===== config.mk =====
export PLATFORM = sky130hd
export DESIGN_NAME = inst_fetch
export DESIGN_NICKNAME = d
export VERILOG_FILES = /design/src/rtl/cpu_pkg.sv /design/src/rtl/fetch_buf.sv /design/src/rtl/inst_fetch.sv
export SDC_FILE = /design/constraint.sdc
export NUM_CORES = 1
export LEC_CHECK = 0
export BUFFER_PORTS_ARGS = -buffer_cell sky130_fd_sc_hd__buf_2
export CAP_MARGIN = 20
export CORE_ASPECT_RATIO = 1.1
export CORE_MARGIN = 1
export CORE_UTILIZATION = 44
export CTS_CLUSTER_SIZE = 40
export DETAILED_ROUTE_END_ITERATION = 12
export MAX_ROUTING_LAYER = met4
export PLACE_DENSITY = 0.62
export SLEW_MARGIN = 10
export SYNTH_ARGS = -nofsm -noshare
export SYNTH_HDL_FRONTEND = slang
export SYNTH_SLANG_ARGS = --single-unit

===== constraint.sdc =====
create_clock -name CLK -period 5.85 [get_ports CLK]
set_clock_uncertainty 0.1 [all_clocks]
set_input_delay 0.2925 -clock CLK [delete_from_list [all_inputs] [get_ports CLK]]
set_output_delay 0.2925 -clock CLK [all_outputs]
set_load 0.1 [all_outputs]

===== src/rtl/cpu_pkg.sv =====
// Shared fetch-stage definitions: FSM states, reset PC, NOP encoding and PC step.
package cpu_pkg;

    typedef enum logic [1:0] {
        ST_BOOT  = 2'd0,
        ST_RUN   = 2'd1,
        ST_FLUSH = 2'd2
    } fetch_state_t;

    localparam logic [31:0] RESET_PC_DEF = 32'h0000_0000;
    localparam logic [31:0] NOP_INST     = 32'h0000_0013;
    localparam logic [31:0] PC_INC       = 32'd4;

    function automatic logic [31:0] pc_next(input logic [31:0] pc);
        return pc + PC_INC;
    endfunction

endpackage


===== src/rtl/fetch_buf.sv =====
// Prefetch FIFO of {pc, inst} entries; flush empties it, push and pop may coincide
// (a push into a full buffer during a pop lands in the slot being freed).
module fetch_buf
    import cpu_pkg::*;
#(
    parameter int DEPTH  = 2,
    parameter int DATA_W = 64
) (
    input  logic                       CLK,
    input  logic                       RST,
    input  logic                       flush,
    input  logic                       push,
    input  logic [DATA_W-1:0]          push_data,
    input  logic                       pop,
    output logic [DATA_W-1:0]          head_data,
    output logic [$clog2(DEPTH):0]     count
);

    localparam int PW = $clog2(DEPTH);
    localparam int CW = PW + 1;

    logic [DATA_W-1:0] mem [DEPTH];
    logic [PW-1:0]     rd_ptr;
    logic [PW-1:0]     wr_ptr;

    always_ff @(posedge CLK or posedge RST) begin
        if (RST) begin
            rd_ptr <= '0;
            wr_ptr <= '0;
            count  <= '0;
        end else if (flush) begin
            rd_ptr <= '0;
            wr_ptr <= '0;
            count  <= '0;
        end else begin
            if (push)
                wr_ptr <= wr_ptr + PW'(1);
            if (pop)
                rd_ptr <= rd_ptr + PW'(1);
            count <= count + CW'(push) - CW'(pop);
        end
    end

    // Storage carries data only; occupancy is tracked by the pointers above.
    always_ff @(posedge CLK) begin
        if (push && !flush)
            mem[wr_ptr] <= push_data;
    end

    assign head_data = mem[rd_ptr];

endmodule


===== src/rtl/inst_fetch.sv =====
// Instruction fetch stage in front of a one-cycle synchronous SRAM.
// Optional misaligned-redirect reporting is enabled with `define INST_FETCH_MISALIGN_EN.
module inst_fetch
    import cpu_pkg::*;
#(
    parameter int          AW       = 10,
    parameter logic [31:0] RESET_PC = RESET_PC_DEF,
    parameter int          DEPTH    = 2
) (
    input  logic          CLK,
    input  logic          RST,
    output logic          IM_CSN,
    output logic [AW-1:0] IM_A,
    input  logic [31:0]   IM_DOUT,
    input  logic          redir_valid,
    input  logic [31:0]   redir_pc,
    output logic          out_valid,
    input  logic          out_ready,
    output logic [31:0]   out_inst,
    output logic [31:0]   out_pc
`ifdef INST_FETCH_MISALIGN_EN
    ,
    output logic          out_misalign
`endif
);

    localparam int CW = $clog2(DEPTH) + 1;

    fetch_state_t  state;
    logic [31:0]   pc;
    logic [31:0]   req_pc_p1;
    logic          vld_p1;
    logic [CW-1:0] count;
    logic [CW:0]   occupancy;
    logic [63:0]   head;
    logic [63:0]   push_data;
    logic          req;
    logic          push;
    logic          pop;
    logic          stall;
    logic          mis_push;
    logic [31:0]   redir_tgt;

`ifdef INST_FETCH_MISALIGN_EN
    // A misaligned target parks fetch until the next redirect; its single NOP
    // entry is the only thing in the buffer while stalled.
    always_ff @(posedge CLK or posedge RST) begin
        if (RST)
            stall <= 1'b0;
        else if (redir_valid)
            stall <= |redir_pc[1:0];
    end
    assign mis_push     = (state == ST_FLUSH) && stall && !redir_valid;
    assign redir_tgt    = redir_pc;
    assign out_misalign = out_valid && stall;
`else
    assign stall     = 1'b0;
    assign mis_push  = 1'b0;
    assign redir_tgt = redir_pc & ~32'h3;
`endif

    assign occupancy = {1'b0, count} + {{CW{1'b0}}, vld_p1};

    // Request decision deliberately ignores redir_valid: a request issued in a
    // redirect cycle is dropped because vld_p1 is cleared by the redirect.
    assign req = (state == ST_RUN) && !stall &&
                 ((occupancy < (CW+1)'(DEPTH)) ||
                  ((occupancy == (CW+1)'(DEPTH)) && (count != '0) && out_ready));

    assign IM_CSN = !req;
    assign IM_A   = pc[AW+1:2];

    assign out_valid = (count != '0) && !redir_valid;
    assign pop       = out_valid && out_ready;
    assign push      = (vld_p1 && !redir_valid) || mis_push;
    assign push_data = mis_push ? {pc, NOP_INST} : {req_pc_p1, IM_DOUT};
    assign out_pc    = out_valid ? head[63:32] : '0;
    assign out_inst  = out_valid ? head[31:0]  : '0;

    always_ff @(posedge CLK or posedge RST) begin
        if (RST) begin
            state  <= ST_BOOT;
            pc     <= RESET_PC;
            vld_p1 <= 1'b0;
        end else if (redir_valid) begin
            state  <= ST_FLUSH;
            pc     <= redir_tgt;
            vld_p1 <= 1'b0;
        end else begin
            state  <= ST_RUN;
            vld_p1 <= req;
            if (req)
                pc <= pc_next(pc);
        end
    end

    // p0 -> p1: PC of the word the SRAM returns next cycle
    always_ff @(posedge CLK) begin
        if (req)
            req_pc_p1 <= pc;
    end

    fetch_buf #(
        .DEPTH  (DEPTH),
        .DATA_W (64)
    ) u_buf (
        .CLK       (CLK),
        .RST       (RST),
        .flush     (redir_valid),
        .push      (push),
        .push_data (push_data),
        .pop       (pop),
        .head_data (head),
        .count     (count)
    );

endmodule


# After elaboration in Yosys (flattened, before gate mapping)
# Memory sizes are Yosys's and may differ from the RTL's.
# Cells that the tools add are included.
# W data, S select, Z words.
# totals
regBits	71
latch_bits	0
mem_count	1
elab_cells	44
ram_bits	128
in_bits	68
mem_bits_ro	0
# mem_list
name	depth	word_bits	rd	rd_ports_with_merged_regs	wr	line_no	rtl
u_buf.mem	2	64	1	0	1	fetch_buf.sv:22	logic [DATA_W-1:0] mem [DEPTH];
# op_classes
n_bitwise	0
n_mul	0
n_lt_le_gt_ge	1
n_div	0
n_eq_ne	2
mux	13
reduce_logical	14
n_addsub	6
shift	0
# ops
operator	n
$mux W32	4
$add A32 B3 Y32 const B	1
$reduce_bool A2 Y1	4
$logic_and A1 B1 Y1	7
$mux W1	7
$mux W2	2
$add A2 B1 Y3	1
$eq A3 B2 Y1 const B	1
$lt A3 B2 Y1 const B	1
$add A1 B1 Y1 const B	2
$add A2 B1 Y2	1
$eq A2 B1 Y1 const B	1
$logic_not A1 Y1	2
$sub A2 B1 Y2	1
$logic_or A1 B1 Y1	1

# Depth between registers and ports, before layout
# Gate-level depths: netlist of the first run.
# depth
word_depth	8
ltp_mapped	11
depth_no_buf	9

# Hierarchy
# From an unflattened synthesis of the first run, not the netlist that was laid out.
# hier_totals
cells_unflattened	589
hier_area_um2	8620.8
# modules_own_cells
module	area_per_inst_um2	seq_area_each_um2	cells_each	instances
fetch_buf	5031.1	3943.8	217	1
inst_fetch	3589.7	1726.7	372	1

# Worst setup path after synthesis of the first run
# OpenSTA, ideal clock, no wires.
# synth_path
kind	input to register
from	in redir_valid
to	mem u_buf.mem[0][0], enable pin
t_arrival_ps	3417
slack_ps	1843
cell_stages	3
path_buffers	1
cell_sequence	clkbuf_1 nor2b_1 nor2b_1
# synth_between
elab_chain_cells	5
# synth_lines
element	line_no	rtl
start: declaration	inst_fetch.sv:15	input logic redir_valid,
$logic_not A1 Y1 *	fetch_buf.sv:46, inst_fetch.sv:75	
$logic_and A1 B1 Y1	inst_fetch.sv:75	assign push = (vld_p1 && !redir_valid) || mis_push;
$logic_and A1 B1 Y1 *	fetch_buf.sv:46	if (push && !flush)
$mux W1 *	fetch_buf.sv:46	
$mux W1 (not written as such) *	fetch_buf.sv:47	mem[wr_ptr] <= push_data;
end: declaration	fetch_buf.sv:22	
# Mark *: on every way between the ends. The rest lies on a longest branch, timed or not.

# Final worst setup path of the first run
# layout_path
from	reg u_buf.count[0]
to	reg pc[13]
# layout_between
elab_chain_cells	7
word_cells_on_any_way	9
# layout_lines
element	line_no	rtl
start: declaration	fetch_buf.sv:16	output logic [$clog2(DEPTH):0] count
start signal: assignment	fetch_buf.sv:40	count <= count + CW'(push) - CW'(pop);
parallel branches: the longest is 4 deep, another holds $add A2 B1 Y3	-	
$logic_or A1 B1 Y1 *	inst_fetch.sv:67	((occupancy < (CW+1)'(DEPTH)) ||
$logic_and A1 B1 Y1 *	inst_fetch.sv:66	assign req = (state == ST_RUN) && !stall &&
$reduce_bool A2 Y1 (no line) *	-	
end signal: assignment	inst_fetch.sv:87	pc <= redir_tgt;
end signal: assignment	inst_fetch.sv:93	pc <= pc_next(pc);
end: declaration	inst_fetch.sv:30	logic [31:0] pc;
# Mark *: on every way between the ends.
# A chain may end at the register's enable or synchronous reset.

==> results of run 1 <==
-- worst max-delay path, stage by stage, from the launching register on --
cell and delay [ns]:
dfrtp_1 0.45, ha_1 0.22, inv_1 0.05, ha_1 0.26, or3b_1 0.33, o31a_1 0.30
inv_2 0.44, buf_4 0.40, nand4_1 0.16, xnor2_1 0.15, mux2_2 0.26
-- routing by layer --
metal | part of all wire [%] | GRT usage [%]
met5 | 0 | -
met4 | 1.5 | 6.56
met3 | 4.1 | 3.80
met1 | 44 | 20.6
met2 | 51 | 28.9
-- worst max-delay path by stage --
stage | start | to | slack [ns] | depth (start not counted)
floorplan | redir_valid | u_buf.mem[0][0]$_DFFE_PP_ | 1.84 | 3
global placement | u_buf.count[0]$_DFF_PP0_ | pc[10]$_DFFE_PP0P_ | 2.66 | 10
detailed placement | u_buf.count[0]$_DFF_PP0_ | pc[13]$_DFFE_PP0P_ | 2.57 | 10
CTS | u_buf.count[0]$_DFF_PP0_ | pc[13]$_DFFE_PP0P_ | 2.56 | 10
global route | u_buf.count[0]$_DFF_PP0_ | pc[13]$_DFFE_PP0P_ | 2.40 | 10
finish | u_buf.count[0]$_DFF_PP0_ | pc[13]$_DFFE_PP0P_ | 2.61 | 10
-- kinds of logic after synthesis --
logic type / Yosys count
DFF: 191
and+or+nand+nor: 173
muxes: 71
buffers and inverters: 50
AOI/OAI and AO/OA: 36
xor gates and xnor gates: 20
adders and majority gates: 6
other: 1
-- synthesized netlist by cell type, types with 3 or more instances --
master,number,share of area (%)
or4_1,3,0.29
edfxtp_1,154,59
mux2_2,7,1.0
a32oi_1,3,0.33
clkbuf_1,17,0.81
nand2_1,24,1.1
mux2i_1,64,8.2
nor2_1,72,3.4
nor4_1,4,0.32
nand4_1,12,0.96
nor3_1,7,0.45
nor2b_1,6,0.48
nand3_1,20,1.3
xor2_1,9,1.0
dfrtp_1,37,12
xnor2_1,11,1.2
a21oi_1,3,0.19
inv_1,10,0.48
buf_4,14,1.3
and2_1,7,0.56
buf_1,5,0.24
ha_1,6,0.96
o21ai_0,19,1.2
and3_1,5,0.40
-- area by class of cell --
type,instances,area [µm²],share of cell area (%)
well taps,234,293,3.00
clock inverters,12,71.3,0.730
multi-input cells,308,2080,21.3
inverters,12,45.0,0.461
flip-flops and latches,191,5550,56.9
clock buffers,19,433,4.43
repair buffers,198,1290,13.2
-- cells in the final DEF (no fill, tap or decap), drive strengths merged, types with 3 or more instances in the layout --
| cell type | netlist | final |
|---|---|---|
| dlygate4sd3 | 0 | 52 |
| a21oi | 3 | 3 |
| a32oi | 3 | 3 |
| nand3 | 21 | 21 |
| xor2 | 9 | 9 |
| or4 | 3 | 3 |
| dfrtp | 37 | 37 |
| o21ai | 20 | 20 |
| buf | 20 | 146 |
| xnor2 | 11 | 11 |
| clkinv | 0 | 8 |
| mux2i | 64 | 64 |
| nand2 | 24 | 24 |
| nor2b | 6 | 6 |
| edfxtp | 154 | 154 |
| nor3 | 7 | 7 |
| and2 | 7 | 7 |
| clkbuf | 18 | 19 |
| and3 | 5 | 5 |
| ha | 6 | 6 |
| nand4 | 13 | 13 |
| inv | 12 | 14 |
| mux2 | 7 | 7 |
| nor2 | 72 | 72 |
| nor4 | 5 | 5 |
-- repair_timing --
action                    in CTS  in global routing
buffers inserted               0                  0
hold buffers                  51                  1
hold endpoints to repair     119                  1
-- power by group through the flow --
stage	Combinational [W]	Sequential, W	Clock [W]
4_1_cts	0.000417	0.00159	0.00103
3_5_place_dp	0.000389	0.00162	0
6_report	0.000426	0.00158	0.000996
2_1_floorplan	0.000336	0.00159	0
3_3_place_gp	0.000383	0.00161	0
5_1_grt	0.000453	0.00159	0.00109
-- flip-flops by register name, summed over array words and instances, names as in the netlist --
register	count
u_buf.wr_ptr	1
u_buf.rd_ptr	1
u_buf.mem	124
pc	30
state	2
u_buf.count	2
req_pc_p1	30
vld_p1	1
-- stage by stage --
stage	instance area (µm²)	utilization, %	cells
floorplan	7860	-	549
global placement	8720	50.5	890
detailed placement	8720	50.5	890
CTS	9730	56.4	972
global route	9770	56.6	974
finish	9770	56.6	974
==> results.toml, run 1 <==
[clocking]
clock_sinks = 191
clk-insertion-delay-late_ns = 0.42
cts_resized = 0
cts_tree = "done"
max-clock-path-buffers = 2
cts_inserted_buffers = 17
clk_pin_slew_ns = 0.07
cts-htree-levels = 4
cts-root-buf = "clkbuf_16"

[worst_setup_path]
critPathCaptureType = "register"
worstSetupPathType = "reg -> reg"
start_kind = "register"
worstPathMaxFanout = 27
reg2reg_depth = 10
required_ns = 6.05
r2r_setup_slack_ns = 2.61
cp.arrival_ns = 3.45
r2r-start = "u_buf.count[0]$_DFF_PP0_"
reg2reg_to = "pc[13]$_DFFE_PP0P_"

[grt]
antenna_found_initial = 0
grt_overflow = 0
gr-usage-all-layers_pct = 17.3
grt_pass1_vias = 4742
grt_start_max_net_pins = 64
grt_pass1_wl_um = 23300

[power]
p_leak_nw = 3.69
ir_drop_mv = 0.203
swShare_pct = 27.2
power_frac_clock_pct = 33.2
powerDensity_nw_per_um2 = 307
p_switching_w = 0.000818
power_frac_seq_pct = 52.6
total_power_w = 0.00300
power.share.combinational_pct = 14.2
power.internal_w = 0.00218

[hold_path]
holdPathEnd = "pc[7]$_DFFE_PP0P_"
hold_start = "redir_pc[7]"
hp-class = "in -> reg"
holdPathStages = 2

[floorplanning]
core_um2 = 17300
die_area_um2 = 18400
rows = 50
die_height_um = 142
initial_utilization_pct = 45.5
ios = 144
die_w_um = 129

[sta]
drv_slew = 0
hold_slack_ns = 0.0195
hold_violations = 0
setup_viol = 0
relSlewSlack_pct = 40.0
fin_setup_tns_ns = 0
setup_slack_ns = 2.61
max_freq_mhz = 308
worst_pin_slew_ns = 0.898
rsz0062_at_grt = "false"
fin_crit_sh_pct = 55.4
fin_crit_ns = 3.24

[synth]
muxShareOfSynthArea_pct = 9.16
syn_area_per_cell_um2 = 14.3
synth_xor_xnor_area_share_pct = 2.23
ys_seq_area_share_pct = 70.7
synth-edff-count = 154
synthFlopType = "edfxtp_1"
synthAdderAreaFrac_pct = 0.956
yosys.area_share.simple_pct = 11.0
ys_warn_count = 0
syn_inst = 548
synthArstFlopShare_pct = 19.4
netlist_area_um2 = 7850
synth-compound-area-share_pct = 2.88
synth_cell_types = 48
synth_seq_cells = 191
synth_top_family_by_area = "simple AND/OR/NAND/NOR gates"

[placed_design]
io_buffers = 139
finalWeightedCongestion = 0.820
pre_cts_slack_ns = 2.57
place.detailed.hpwl_um = 9300

[detailed_routing]
vias_per_cell = 4.96
ant_nets = 0
drt_wl_total_um = 14900
routed-via-count = 4829
drt_first_pass_iters = 4
drt_iter0_drc = 297
drcViolationCount = 0
wl_per_cell_um = 15.3

[layout]
num_antenna_cells = 0
fin_nets = 802
syn2layout_area_growth_pct = 24.4
drive_above_1_share_pct = 25.5
fillerInstances = 1459

[job]
maxCapViolations = 0

[run_status]
outcome = "completed"
Note: power is estimated with default switching activity, not from simulation.
==> run 2: changes to the inputs <==
Settings changed: ABC_AREA set to 1.
Clock period 5.85 ns to 3.2 ns, I/O delays scaled along.
==> run 2 against run 1 <==
Net effect: via count rose by 21%; final cell count rose by 28%; combinational power rose by 120%; setup slack got worse by 2.0 ns; wire length rose by 19%; flip-flop and latch count did not move; hold slack improved by 0.048 ns; sequential share of layout area fell by 5.8 points; sequential power rose by 84%; critical path type is now reg -> out; critical endpoint is now out_pc[10].
==> results.toml, run 2 <==
[run_status]
outcome = "completed"

[detailed_routing]
vias_per_cell = 4.69
drt_iter0_drc = 274
ant_nets = 0
drt_first_pass_iters = 6
routed-via-count = 5829
drcViolationCount = 0
wl_per_cell_um = 14.3
drt_wl_total_um = 17800

[clocking]
clock_sinks = 191
cts_tree = "done"
max-clock-path-buffers = 2
cts-htree-levels = 4
cts_hold_buf = 64
cts_resized = 0
cts_inserted_buffers = 17
post_cts_buffers = 0
clk_pin_slew_ns = 0.07
cts-root-buf = "clkbuf_16"
clk-insertion-delay-late_ns = 0.42

[worst_setup_path]
critPathCaptureType = "primary output"
start_kind = "register"
worstSetupPathType = "reg -> out"
required_ns = 2.94
startpoint = "u_buf.rd_ptr$_DFFE_PP0P_"
worstPathMaxFanout = 23
cp.arrival_ns = 2.29
r2r-start = "vld_p1$_DFF_PP0_"

[synth]
synth_cell_types = 31
ys_warn_count = 0
synth-edff-count = 154
synthArstFlopShare_pct = 19.4
synth-compound-area-share_pct = 0.758
yosys-top-cells-count = "nand2_1 (233), edfxtp_1 (154), inv_1 (113)"
synth_xor_xnor_area_share_pct = 1.10
yosys.area_share.simple_pct = 17.7
ys_seq_area_share_pct = 63.4
syn_inst = 782
synthFlopType = "edfxtp_1"
syn_area_per_cell_um2 = 11.2
synth_top_family_by_area = "simple AND/OR/NAND/NOR gates"
synth_seq_cells = 191
netlist_area_um2 = 8750
synth_top_area_share_pct = 52.8
synthAdderAreaFrac_pct = 0.858
muxShareOfSynthArea_pct = 8.09
yosysMostFrequentCell = "nand2_1"
yosysTopAreaCell = "edfxtp_1"
synth_area_leaders = "edfxtp_1 (53%), dfrtp_1 (11%), nand2_1 (10%), mux2_2 (8.0%), inv_1 (4.8%)"

[sta]
worst_pin_slew_ns = 0.696
drv_slew = 0
setup_viol = 0
rsz0062_at_grt = "false"
hold_violations = 0
fin_crit_sh_pct = 79.7
max_freq_mhz = 392
fin_crit_ns = 2.55
relSlewSlack_pct = 53.5

[power]
power.internal_w = 0.00411
p_leak_nw = 5.01
power.share.combinational_pct = 16.2
powerDensity_nw_per_um2 = 533
p_switching_w = 0.00169
swShare_pct = 29.1
total_power_w = 0.00580
ir_drop_mv = 0.385
power_frac_clock_pct = 33.6
power_frac_seq_pct = 50.1

[grt]
grt_pass1_vias = 5793
gr-usage-all-layers_pct = 18.9
grt_overflow = 0
grt_start_max_net_pins = 38
grt_pass1_wl_um = 28500
antenna_found_initial = 0

[floorplanning]
ios = 144
die_w_um = 136
die_area_um2 = 20500
rows = 53
die_height_um = 150
core_um2 = 19300
initial_utilization_pct = 45.3

[hold_path]
hold_start = "redir_valid"
hp-class = "in -> reg"

[layout]
fillerInstances = 1671
num_antenna_cells = 0
final_cell_mix = "nand2_1 (233), edfxtp_1 (154), buf_2 (139)"
largest_register_ffs = 124
drive_above_1_share_pct = 27.5
reg_top3 = "u_buf.mem x124, pc x30, req_pc_p1 x30"
syn2layout_area_growth_pct = 24.4
final_cells = 1244
fin_nets = 1058
regMostFlops = "u_buf.mem"
mostFrequentLayoutCell = "nand2_1"

[placed_design]
place.detailed.hpwl_um = 11600
io_buffers = 139
finalWeightedCongestion = 0.834
dp.cells = 1148

[job]
maxCapViolations = 0
==> run 2: cell families after synthesis <==
group	after synthesis
other	1
muxes	63
adders and majority gates	6
and+or+nand+nor	348
xor gates and xnor gates	11
AOI/OAI and AO/OA	10
DFF	191
buffers and inverters	152
==> run 2: worst paths after layout <==
path	endpoint	cells past startpoint	slack [ns]
worst max-delay path	out_pc[10]	5	0.65
worst min-delay path	pc[12]$_DFFE_PP0P_	3	0.07
worst max register to register	req_pc_p1[2]$_DFFE_PP_	10	0.94
worst min register to register	u_buf.mem[1][45]$_DFFE_PP_	0	0.35
max in group asynchronous	pc[25]$_DFFE_PP0P_	5	2.07
min in group asynchronous	vld_p1$_DFF_PP0_	3	0.25
==> run 2: area by class of cell <==
class                   instances  area [µm²]  area share, %
clock buffers                  21         460           4.23
clock inverters                11        85.1          0.782
inverters                     117         439           4.03
multi-input cells             440        2510           23.1
flip-flops and latches        191        5550           51.0
well taps                     247         309           2.84
repair buffers                217        1520           14.0
==> run 2: per-stage QoR <==
step | cell area [µm²] | setup WS, ns | utilization [%] | TNS [ns] | hold slack [ns]
floorplan | 8750 | -0.542 | - | -67.19 | 0.0914
global placement | 9670 | 0.857 | 50.1 | 0 | 0.248
detailed placement | 9700 | 0.821 | 50.3 | 0 | 0.141
CTS | 10900 | 0.571 | 56.4 | 0 | 0.0668
global route | 10900 | 0.506 | 56.4 | 0 | 0.0995
finish | 10900 | 0.649 | 56.4 | 0 | 0.0679
==> run 2: worst max-delay path: stages (launching register included) <==
cell,delay [ns]
dfrtp_2,0.75
buf_4,0.36
mux2_2,0.36
nand2_1,0.07
inv_1,0.05
buf_2,0.28
==> run 2: power groups by stage <==
stage                     sequential (W)  combinational [W]  clock (W)
final                            0.00291           0.000941    0.00195
after global routing             0.00293            0.00101    0.00209
after CTS                        0.00291           0.000951    0.00199
after detailed placement         0.00296           0.000888          0
after global placement           0.00296           0.000874          0
after floorplan                  0.00292           0.000754          0
==> run 2: metal layers <==
metal | share of wire (%) | track usage [%] | up-vias
li1 | - | - | 2921
met1 | 44 | 22.7 | 2765
met2 | 50 | 32.2 | 126
met3 | 3.8 | 3.22 | 17
met4 | 1.4 | 6.33 | 0
met5 | 0 | - | -
